**config.mk**
```make
export PLATFORM = sky130hd
export DESIGN_NAME = ctrl_pipe_carrier
export DESIGN_NICKNAME = d
export VERILOG_FILES = /design/src/rtl/ctrl_pipe_carrier.sv
export SDC_FILE = /design/constraint.sdc
export NUM_CORES = 1
export LEC_CHECK = 0
export CELL_PAD_IN_SITES_DETAIL_PLACEMENT = 0
export CELL_PAD_IN_SITES_GLOBAL_PLACEMENT = 1
export CORE_MARGIN = 1.5
export CORE_UTILIZATION = 35
export CTS_CLUSTER_SIZE = 40
export DETAILED_ROUTE_END_ITERATION = 10
export PLACE_DENSITY = 0.9
export SLEW_MARGIN = 0
export SYNTH_ARGS = -nofsm -noshare
export SYNTH_HDL_FRONTEND = slang
export SYNTH_SLANG_ARGS = --single-unit
```
**constraint.sdc**
```tcl
create_clock -name clk -period 4.75 [get_ports clk]
set_clock_uncertainty 0.05 [all_clocks]
set_input_delay 0.95 -clock clk [delete_from_list [all_inputs] [get_ports clk]]
set_output_delay 0.95 -clock clk [all_outputs]
set_load 0.01 [all_outputs]
```
**src/rtl/ctrl_pipe_carrier.sv**
```systemverilog
// Control-path pipeline registers ID/EX -> EX/MEM -> MEM/WB for the decode
// interface, with load-use stall detection, flush bubbles and halt freeze.
module ctrl_pipe_carrier #(
  parameter int NB_REG = 5,
  parameter int REG_RA = 31
) (
  input  logic              clk,
  input  logic              i_reset,
  input  logic              i_halt,
  input  logic              i_flush,
  input  logic              i_id_jump,
  input  logic [1:0]        i_id_aluSrc,
  input  logic [1:0]        i_id_aluOp,
  input  logic              i_id_branch,
  input  logic              i_id_regDst,
  input  logic              i_id_mem2Reg,
  input  logic              i_id_regWrite,
  input  logic              i_id_memRead,
  input  logic              i_id_memWrite,
  input  logic [1:0]        i_id_width,
  input  logic              i_id_sign_flag,
  input  logic              i_id_immediate,
  input  logic [NB_REG-1:0] i_id_rs,
  input  logic [NB_REG-1:0] i_id_rt,
  input  logic [NB_REG-1:0] i_id_rd,
  output logic              o_stall,
  output logic              o_ex_jump,
  output logic [1:0]        o_ex_aluSrc,
  output logic [1:0]        o_ex_aluOp,
  output logic              o_ex_branch,
  output logic              o_ex_immediate,
  output logic [NB_REG-1:0] o_ex_dest,
  output logic              o_mem_memRead,
  output logic              o_mem_memWrite,
  output logic [1:0]        o_mem_width,
  output logic              o_mem_sign_flag,
  output logic              o_mem_regWrite,
  output logic              o_mem_mem2Reg,
  output logic [NB_REG-1:0] o_mem_dest,
  output logic              o_wb_regWrite,
  output logic              o_wb_mem2Reg,
  output logic [NB_REG-1:0] o_wb_dest
);

  typedef struct packed {
    logic              jump;
    logic [1:0]        aluSrc;
    logic [1:0]        aluOp;
    logic              branch;
    logic              immediate;
    logic              memRead;
    logic              memWrite;
    logic [1:0]        width;
    logic              sign_flag;
    logic              regWrite;
    logic              mem2Reg;
    logic [NB_REG-1:0] dest;
  } idex_t;

  typedef struct packed {
    logic              memRead;
    logic              memWrite;
    logic [1:0]        width;
    logic              sign_flag;
    logic              regWrite;
    logic              mem2Reg;
    logic [NB_REG-1:0] dest;
  } exmem_t;

  typedef struct packed {
    logic              regWrite;
    logic              mem2Reg;
    logic [NB_REG-1:0] dest;
  } memwb_t;

  localparam logic [NB_REG-1:0] RA = NB_REG'(REG_RA);

  idex_t             r_ex;
  exmem_t            r_mem;
  memwb_t            r_wb;
  idex_t             w_id;
  logic [NB_REG-1:0] w_dest;
  logic              w_haz;

  always_comb begin
    if (i_id_jump && i_id_regWrite && !i_id_regDst) w_dest = RA;
    else if (i_id_regDst)                           w_dest = i_id_rd;
    else                                            w_dest = i_id_rt;
  end

  // A write to $zero is dropped here so later stages never see it.
  always_comb begin
    w_id           = '0;
    w_id.jump      = i_id_jump;
    w_id.aluSrc    = i_id_aluSrc;
    w_id.aluOp     = i_id_aluOp;
    w_id.branch    = i_id_branch;
    w_id.immediate = i_id_immediate;
    w_id.memRead   = i_id_memRead;
    w_id.memWrite  = i_id_memWrite;
    w_id.width     = i_id_width;
    w_id.sign_flag = i_id_sign_flag;
    w_id.regWrite  = i_id_regWrite && (w_dest != '0);
    w_id.mem2Reg   = i_id_mem2Reg;
    w_id.dest      = w_dest;
  end

  assign w_haz = r_ex.memRead && r_ex.regWrite && (r_ex.dest != '0) &&
                 ((r_ex.dest == i_id_rs) || (r_ex.dest == i_id_rt));

  assign o_stall = i_reset && (w_haz || i_halt);

  always_ff @(posedge clk or negedge i_reset) begin
    if (!i_reset) begin
      r_ex  <= '0;
      r_mem <= '0;
      r_wb  <= '0;
    end else if (!i_halt) begin
      r_ex           <= (i_flush || w_haz) ? '0 : w_id;
      r_mem.memRead   <= r_ex.memRead;
      r_mem.memWrite  <= r_ex.memWrite;
      r_mem.width     <= r_ex.width;
      r_mem.sign_flag <= r_ex.sign_flag;
      r_mem.regWrite  <= r_ex.regWrite;
      r_mem.mem2Reg   <= r_ex.mem2Reg;
      r_mem.dest      <= r_ex.dest;
      r_wb.regWrite   <= r_mem.regWrite;
      r_wb.mem2Reg    <= r_mem.mem2Reg;
      r_wb.dest       <= r_mem.dest;
    end
  end

  assign o_ex_jump       = r_ex.jump;
  assign o_ex_aluSrc     = r_ex.aluSrc;
  assign o_ex_aluOp      = r_ex.aluOp;
  assign o_ex_branch     = r_ex.branch;
  assign o_ex_immediate  = r_ex.immediate;
  assign o_ex_dest       = r_ex.dest;
  assign o_mem_memRead   = r_mem.memRead;
  assign o_mem_memWrite  = r_mem.memWrite;
  assign o_mem_width     = r_mem.width;
  assign o_mem_sign_flag = r_mem.sign_flag;
  assign o_mem_regWrite  = r_mem.regWrite;
  assign o_mem_mem2Reg   = r_mem.mem2Reg;
  assign o_mem_dest      = r_mem.dest;
  assign o_wb_regWrite   = r_wb.regWrite;
  assign o_wb_mem2Reg    = r_wb.mem2Reg;
  assign o_wb_dest       = r_wb.dest;

endmodule

```
==> summary.md <==
| Metric | Value |
|---|---|
| TritonCTS clock tree | done |
| Warnings from Yosys | 0 |
| Slew at the pin with the worst max-slew slack | 0.565 ns |
| Area added between synthesis and finish | 42.5% |
| GR Util All Layers | 15.0% |
| Total wirelength of the detailed-routed design | about 3700 um |
| Count of flip-flops with a built-in enable after synthesis | 0 |
| Synthesized flop and latch total | 38 |
| Pin count of the biggest net entering global routing | 39 |
| Leading area contributor after synthesis | sky130_fd_sc_hd__dfrtp_1 |
| Final number of hold-violating endpoints | 0 |
| Clock power frac | between 20% and 30% |
| Pleak | approximately 0.0011 uW |
| Wire length of the first global-routing pass | roughly 6100 um |
| Weighted congestion at the end of routability-driven global placement | between 0.7 and 0.8 |
| Critical Path End Type | primary output |
| Iteration-0 DRC count of the detailed router | 52 |
| Number of standard cells in the final layout excluding fillers | between 200 and 300 |
| Syn_nets | a little over 200 |
| Total negative setup slack | 0 ns |
| Type of the tightest min-delay check | flip-flop to flip-flop |
| Hold Crit Depth | 2 |
| Full die area | 5410 um^2 |
| Number of instances in the synthesized netlist | approximately 170 |
| Detailed-placement wirelength estimate | approximately 2700 um |
| Setup repair after global routing missed its margin | no |
| Placeable core region | about 4800 um^2 |
| Post-placement cell count | around 290 |
| Crit path required time | approximately 3.8 ns |
| Status | finished clean |
| PostCTS Resize Cnt | 0 |
| Die Y-Extent | about 74 um |
| Async set-or-reset flop fraction in the synthesized netlist | 100% |
| Power density over the cells | 311 nW/um^2 |
| Average routed wire per standard cell | around 13 um |
| Number of routed nets with antenna violations | 0 |
| TritonRoute pass-1 iters | 4 |
| Per-cell via count in the routed design | roughly 4.6 |
| Post-synth cell types | 22 |
| Max H-tree Level | 2 |
| Clock network latency to the later pin of the worst-skew pair | 0.28 ns |
| Share of power burned in combinational logic | between 20% and 30% |
| Input/output buffers | 65 |
| Tightest slew margin relative to the limit | roughly 62% |
| Horiz. Die Dim | about 74 um |
| Via count | roughly 1300 |
| Number of post-CTS setup repair buffers | 0 |
| Clock buffer count from CTS | 5 |
| IR Drop Worst-Case VDD | about 0.12 mV |
| Fmax achieved | around 260 MHz |
| Share of power burned in registers | 49.7% |
| Reg clk slew, reported paths | ~0.06 ns |
| Proportion of layout cells with a drive suffix above 1 | roughly 14% |
| Setup Crit Path Kind | primary input to primary output |
| Switching power summed over all nets | a little under 200 uW |
| Final Max Tran Viols | 0 |
| Reg2reg end | r_ex[10] |
| Critical path arrival | 2.82 ns |
| Final-stage net count | approximately 260 |
| List of most frequent post-synthesis cells | sky130_fd_sc_hd__nand2_1 (41), sky130_fd_sc_hd__dfrtp_1 (38), sky130_fd_sc_hd__o21ai_0 (21) |
| Via count of the first global-routing pass | 1265 |
| Initial core utilization | a little over a third |
| Max Buffers Root-to-Sink | 2 |
| Worst setup SP type | primary input |
| Synth top area share | a little over half |
| Fraction of the yosys area taken by sequential cells | a little over half |
| Capture endpoint of the worst hold path | r_ex[7] |
| Critical R2R Launch | o_ex_dest[4] |
| Number of antenna violations at the first check in global routing | 0 |
| Site Rows | 25 |
| Worst reg-to-reg setup slack | ~3.0 ns |
| Count of hold-fix buffers inserted at cts | 0 |
| Clock root buffer | sky130_fd_sc_hd__clkbuf_8 |
| Dominant cell by count in the synthesized netlist | sky130_fd_sc_hd__nand2_1 |
| Most used DFF post-synth | sky130_fd_sc_hd__dfrtp_1 |
| Number of maximum-capacitance violations | 0 |
| Number of design rule violations left after detail routing | 0 |
| Final period utilization | between 80% and 90% |
| Worst min-delay path startpoint | r_ex[7] |
| Clock sink count | 38 |
| I/O pins | 66 |
| N_diodes | 0 |
| Highest fanout seen on the critical path | 3 |
| Top cells by area in the synthesized netlist | sky130_fd_sc_hd__dfrtp_1 (55%), sky130_fd_sc_hd__mux2_2 (12%), sky130_fd_sc_hd__nand2_1 (8.8%), sky130_fd_sc_hd__o21ai_0 (6.0%), sky130_fd_sc_hd__buf_4 (4.3%) |
| Power Internal | a little under 600 uW |
| Post-synth design cell area | 1740 um^2 |
| Final global-route overflow total | 0 |
| Synthesized area per cell | ~10 um^2 |
| Shortest period the worst path allows | roughly 3.8 ns |
| Worst reg2reg path depth | 6 |
| Fillers | ~470 |
| Number of setup violations in the final report | 0 |
| Switching fraction of total power | between 20% and 30% |
-- logic make-up after synthesis --
group | after synthesis | synth area share [%]
flip-flops | 38 | 54.6
XOR/XNOR | 10 | 5.03
AO/OA/AOI/OAI | 32 | 9.99
AND/OR/NAND/NOR | 52 | 12.0
multiplexers | 19 | 12.3
buffers and inverters | 18 | 6.11
-- power by group through the flow --
stage	Combinational, uW	Sequential [uW]	Clock, uW
floorplan	67.5	396	0
global placement	175	388	0
detailed placement	177	389	0
CTS	177	383	222
global route	190	388	235
finish	175	383	213
-- cell usage in the layout (no fill, tap or decap) --
master	instances
sky130_fd_sc_hd__nor2b_1	1
sky130_fd_sc_hd__clkbuf_2	1
sky130_fd_sc_hd__nor3_1	2
sky130_fd_sc_hd__xor2_1	6
sky130_fd_sc_hd__clkdlybuf4s50_1	63
sky130_fd_sc_hd__dfrtp_1	38
sky130_fd_sc_hd__a211oi_2	1
sky130_fd_sc_hd__nor4_1	1
sky130_fd_sc_hd__o21ai_0	21
sky130_fd_sc_hd__nand2_1	41
sky130_fd_sc_hd__buf_2	1
sky130_fd_sc_hd__buf_4	4
sky130_fd_sc_hd__xnor2_1	4
sky130_fd_sc_hd__a211oi_1	2
sky130_fd_sc_hd__inv_1	1
sky130_fd_sc_hd__nor2_1	4
sky130_fd_sc_hd__a21oi_1	5
sky130_fd_sc_hd__o21ai_1	1
sky130_fd_sc_hd__mux2_2	19
sky130_fd_sc_hd__o311ai_0	1
sky130_fd_sc_hd__nand3_1	2
sky130_fd_sc_hd__o21a_1	1
sky130_fd_sc_hd__clkbuf_8	6
sky130_fd_sc_hd__or4_1	1
-- layout make-up --
| cell class | instances | area, um^2 | area share, % |
|---|---|---|---|
| inverter | 1 | 3.75 | 0.151 |
| sequential | 38 | 951 | 38.3 |
| multi-input combinational | 113 | 689 | 27.8 |
| timing repair buffer | 69 | 671 | 27.0 |
| tap | 67 | 83.8 | 3.38 |
| clock buffer | 6 | 82.6 | 3.33 |
-- per-stage QoR --
stage	hold slack, ns	util (%)	worst slack (ns)	area, um^2	power (uW)
2_1_floorplan	0.399	-	1.81	1740	463
3_3_place_gp	0.414	50.4	0.928	2400	564
3_5_place_dp	0.422	50.4	0.921	2400	567
4_1_cts	0.439	52.2	0.920	2480	783
5_1_grt	0.468	52.2	0.836	2480	813
6_report	0.432	52.2	0.930	2480	771
-- critical path, cell delays in order --
cell and delay (ns):
sky130_fd_sc_hd__clkdlybuf4s50_1 0.45, sky130_fd_sc_hd__xor2_1 0.16, sky130_fd_sc_hd__nor3_1 0.17, sky130_fd_sc_hd__nand3_1 0.12
sky130_fd_sc_hd__a211oi_2 0.27, sky130_fd_sc_hd__o21a_1 0.16, sky130_fd_sc_hd__clkdlybuf4s50_1 0.54
-- registers in the layout (all words and copies together), names as in the netlist, 2 cells and up --
signal	flops
r_ex	7
o_ex_aluOp	2
o_ex_aluSrc	2
o_mem_width	2
o_ex_dest	5
o_mem_dest	5
o_wb_dest	5
-- how the worst max path moves through the flow --
stage,to,slack (ns),cells after the start,from
after CTS,o_stall,0.92,7,i_id_rt[0]
after floorplan,o_stall,1.81,6,i_id_rt[1]
final,o_stall,0.93,7,i_id_rt[0]
after detailed placement,o_stall,0.92,7,i_id_rt[0]
after global routing,o_stall,0.84,7,i_id_rs[0]
after global placement,o_stall,0.93,7,i_id_rt[0]
-- per-layer routing --
| metal | share of wire, % | up-vias | track usage [%] |
|---|---|---|---|
| li1 | - | 674 | - |
| met1 | 47 | 608 | 20.5 |
| met2 | 46 | 51 | 22.6 |
| met3 | 4.7 | 5 | 2.88 |
| met4 | 1.9 | 0 | 8.02 |
| met5 | 0 | - | 0 |
Note: power is estimated with default switching activity, not from simulation.
==> variant 1: new RTL, same settings <==
Change the parameter `NB_REG` from 5 to 10.
--- a/src/rtl/ctrl_pipe_carrier.sv
+++ b/src/rtl/ctrl_pipe_carrier.sv
@@ -2,5 +2,5 @@
 // interface, with load-use stall detection, flush bubbles and halt freeze.
 module ctrl_pipe_carrier #(
-  parameter int NB_REG = 5,
+  parameter int NB_REG = 10,
   parameter int REG_RA = 31
 ) (
Ports: changed (6 resized); port bits go from 66 to 96. The function was not compared with the original's and may differ.
==> variant 1 against the unedited design <==
  * Sequential cell count increased by 15
  * Setup slack got worse by 140 ps
  * Wire length up 73%
  * Final area rose by 45%
  * Area after synthesis rose by 48%
  * Power up 38%
  * Critical path type unchanged
  * Register-to-register slack worse by 240 ps
  * Fmax decreased by 3.5%
  * Highest routed layer unchanged
==> variant 1: results (changes against the unedited design) <==
- Combinational share of power: 0.253 (+0.026)
- DP Wirelength: 4630 um (+73%)
- Routed len/inst: 15.9 um (+26%)
- Non-clock buffer share: 0.271 (+0.000463)
- Worst Setup SP: i_id_rt[8]
- HP Start: r_ex[14]
- Bufs w/o clock: 99 (+43%)
- Internal: 0.767 mW (+33%)
- Post-synth net total: 275 (+35%)
- # nets final: 354 (+35%)
- Status: finished, final reports clean
- Total combinational power: 0.268 mW (+53%)
- Vias in the first global route: 2,063 (+63%)
- Largest net degree at the start of global routing: 74 (+90%)
- Sequential share of the synthesized area: 0.514 (-0.0319)
- Arr. time, crit path: 2960 ps (+140 ps)
- Inverters: 14 (+13)
- Leakage: 1.53 nW (+45%)
- Max VDD drop: 103 uV (-13%)
- Layout fillers: 669 (+44%)
- Synth area leaders: dfrtp_1 51%, mux2_2 13%, o41ai_1 6.5%
- Slew HR: 0.479 (-0.143)
- Clock power share: 0.238 (-0.038)
- CTS clk-pin slew, worst paths: 90 ps (+30 ps)
- CP peak stage delay: 560 ps (+20 ps)
- Total GRT Usage: 0.168 (+0.0180)
- Dpl ws: 806 ps (-115 ps)
- Unique masters post-synth: 26 (+18%)
[variant 1: changes by cell type after synthesis, sizes merged, moves of 7 or more]
| cell | delta |
|---|---|
| buf | +7 |
| xor2 | +10 |
| nand2 | -17 |
| mux2 | +10 |
| o41ai | +19 |
| nor4 | +9 |
| o21ai | -17 |
| inv | +13 |
| dfrtp | +15 |
[variant 1: per-stage QoR]
stage | instance area (um^2) | cells
3_5_place_dp | 3500 | 397
6_report | 3590 | 405
4_1_cts | 3590 | 405
3_3_place_gp | 3500 | 397
2_1_floorplan | 2580 | 226
5_1_grt | 3590 | 405
[variant 1: metal layers]
layer  track usage  up-vias  routed length (um)
met5             0        -                   0
met2         0.290       75                3100
li1              -      959                   -
met3        0.0532       15                 489
met4        0.0568        0                 129
met1         0.199      993                2730
[variant 1: path summary, 6_finish.rpt]
check / slack (ps) / cells after the start / to
max in group asynchronous: 3440 / 2 / o_ex_dest[8]
max reg2reg: 2730 / 6 / o_ex_dest[8]
max: 790 / 7 / o_stall
min in group asynchronous: 780 / 2 / o_wb_dest[6]
min: 430 / 2 / r_ex[14]
min reg2reg: 430 / 2 / r_ex[14]
[variant 1: critical path: cells and delay by family]
kind	cells	cell delay [ps]
XOR/XNOR	1	170
AND/OR/NAND/NOR	2	470
buffers and inverters	2	1040
AO/OA/AOI/OAI	2	310
[variant 1: kinds of logic (layout without fill, tap and decap cells)]
family	after synthesis	in the layout	share of synthesized area
DFF	53	53	0.514
and+or+nand+nor	42	42	0.0771
AOI/OAI and AO/OA	41	41	0.127
buffers and inverters	41	121	0.0873
muxes	29	29	0.127
xor gates and xnor gates	20	20	0.0679
==> variant 2: new RTL, same flow settings <==
Made on the original files. Make the reset (`i_reset`) synchronous in one clocked block.
--- a/src/rtl/ctrl_pipe_carrier.sv
+++ b/src/rtl/ctrl_pipe_carrier.sv
@@ -111,5 +111,5 @@
   assign o_stall = i_reset && (w_haz || i_halt);
 
-  always_ff @(posedge clk or negedge i_reset) begin
+  always_ff @(posedge clk) begin
     if (!i_reset) begin
       r_ex  <= '0;
Formal check against the unedited RTL: differs if i_reset is asserted again (counterexample within 4 cycles, from zero or initial values and one cycle with i_reset low); with i_reset held inactive, the same outputs for 10 cycles.
==> variant 2 against the unedited design <==
  * Sequential cell count unchanged
  * Setup slack improved by 61 ps
  * Final area decreased by 2.0%
  * Register-to-register slack about the same
  * Wire length increased by 7.0%
  * Largest cell class is now multi-input gates
  * Power decreased by 15%
  * Clock power increased by 4%
  * Area after synthesis decreased by 0.72%
  * Highest routed layer unchanged
==> variant 2: results (changes against the unedited design) <==
- Status: finished, final reports clean
- Largest net degree at the start of global routing: 55 (+41%)
- Vias in the first global route: 1,339 (+5.8%)
- GR Layer Usage met1: 0.219 (+0.0144)
- Layout cells sized above 1: 0.0617 (-0.0792)
- Adder-Cell Fraction of Synth Area: 0 (unchanged)
- Sequential share of the synthesized area: 0.440 (-0.106)
- Layout fillers: 481 (+3.2%)
- Via-to-Cell Ratio: 4.80 (+5.5%)
- Commonest cells post-synth: 38 x dfxtp_1, 34 x nand3_1, 19 x mux2i_1, 19 x nor2b_1, 14 x o21ai_0
- Grt met3 use: 0.0247 (-0.00412)
- # nets final: 276 (+5.3%)
- Routed len/inst: 12.9 um (+1.5%)
- Area post-placement: 0.00234 mm^2 (-2.4%)
- DP Wirelength: 2830 um (+5.7%)
- Synth Area in Compound Gates: 0.109 (+0.00941)
- Mux cell area share after synthesis: 0.116 (-0.00635)
- Max VDD drop: 134 uV (+13%)
- Async SR Flop Fraction: 0 (-1.00)
- Met2 Track Usage GR: 0.240 (+0.0142)
- Post-synth net total: 225 (+11%)
- Synth Warn #: 0 (unchanged)
- Unique masters post-synth: 23 (+4.5%)
- Clk Latency, worst-skew pair: 280 ps (about the same)
- Leakage: 0.889 nW (-16%)
- First-pass GRT wire length: 6500 um (+7.3%)
- Total GRT Usage: 0.155 (+0.00484)
- Xor and xnor area share after synthesis: 0.0507 (+0.000364)
- Starting DRC count in detailed routing: 112 (+120%)
- Arr. time, crit path: 2760 ps (-60 ps)
- Slew HR: 0.342 (-0.281)
- GPL Wtd Cong: 0.756 (-4.1%)
## variant 2: cell types whose count changed after synthesis, moves of 4 or more
cell	delta
a21oi_1	+4
clkbuf_1	+7
dfrtp_1	-38
dfxtp_1	+38
mux2_2	-18
mux2i_1	+19
nand2_1	-38
nand3_1	+32
nor2b_1	+18
o21ai_0	-7
o31ai_1	+5
## variant 2: logic make-up (layout without fill, tap and decap cells)
kind of cell,count (synthesis),count (layout)
mux,20,20
simple gates,67,67
xor+xnor,10,10
compound gates,32,32
buf+inv,24,76
flops,38,38
## variant 2: power breakdown
group	switching (mW)	internal, mW	total [mW]
clock network	0.105	0.117	0.222
logic	0.0399	0.0547	0.0945
registers	0.00853	0.328	0.336
## variant 2: final cells by class
| type | instances | area, um^2 | area share |
|---|---|---|---|
| Timing Repair Buffer | 68 | 663 | 0.273 |
| Clock inverter | 1 | 5.00 | 0.00206 |
| Tap cell | 67 | 83.8 | 0.0345 |
| Clock buffer | 7 | 86.3 | 0.0355 |
| Sequential cell | 38 | 761 | 0.313 |
| Multi-Input combinational cell | 129 | 833 | 0.343 |
## variant 2: final timing paths
kind / slack, ps / to / cells past startpoint / startpoint
max: 990 / o_stall / 7 / i_id_rt[0]
min: 430 / o_ex_aluOp[0] / 2 / o_ex_aluOp[0]
max reg2reg: 2970 / o_ex_dest[4] / 5 / o_ex_dest[0]
min reg2reg: 430 / o_ex_aluOp[0] / 2 / o_ex_aluOp[0]
## variant 2: worst reg2reg max path, stage by stage (launching register included)
cell and delay [ps]:
dfxtp_1 400, or4_1 560, o211ai_2 160, a21oi_2 50, buf_4 200, o31ai_1 260
## variant 2: per-layer routing
| layer | wire [um] | up-vias |
|---|---|---|
| met5 | 0 | - |
| met4 | 31 | 0 |
| met3 | 155 | 2 |
| met2 | 1900 | 44 |
| met1 | 1910 | 681 |
| li1 | - | 762 |
## variant 2: per-stage QoR
step	hold WS [ps]	instances	total power, mW	util	setup WS, ps
floorplan	395	191	0.390	-	1910
global placement	406	302	0.437	0.492	1000
detailed placement	417	302	0.439	0.492	983
CTS	428	310	0.660	0.512	982
global route	445	310	0.686	0.512	858
finish	427	310	0.653	0.512	991
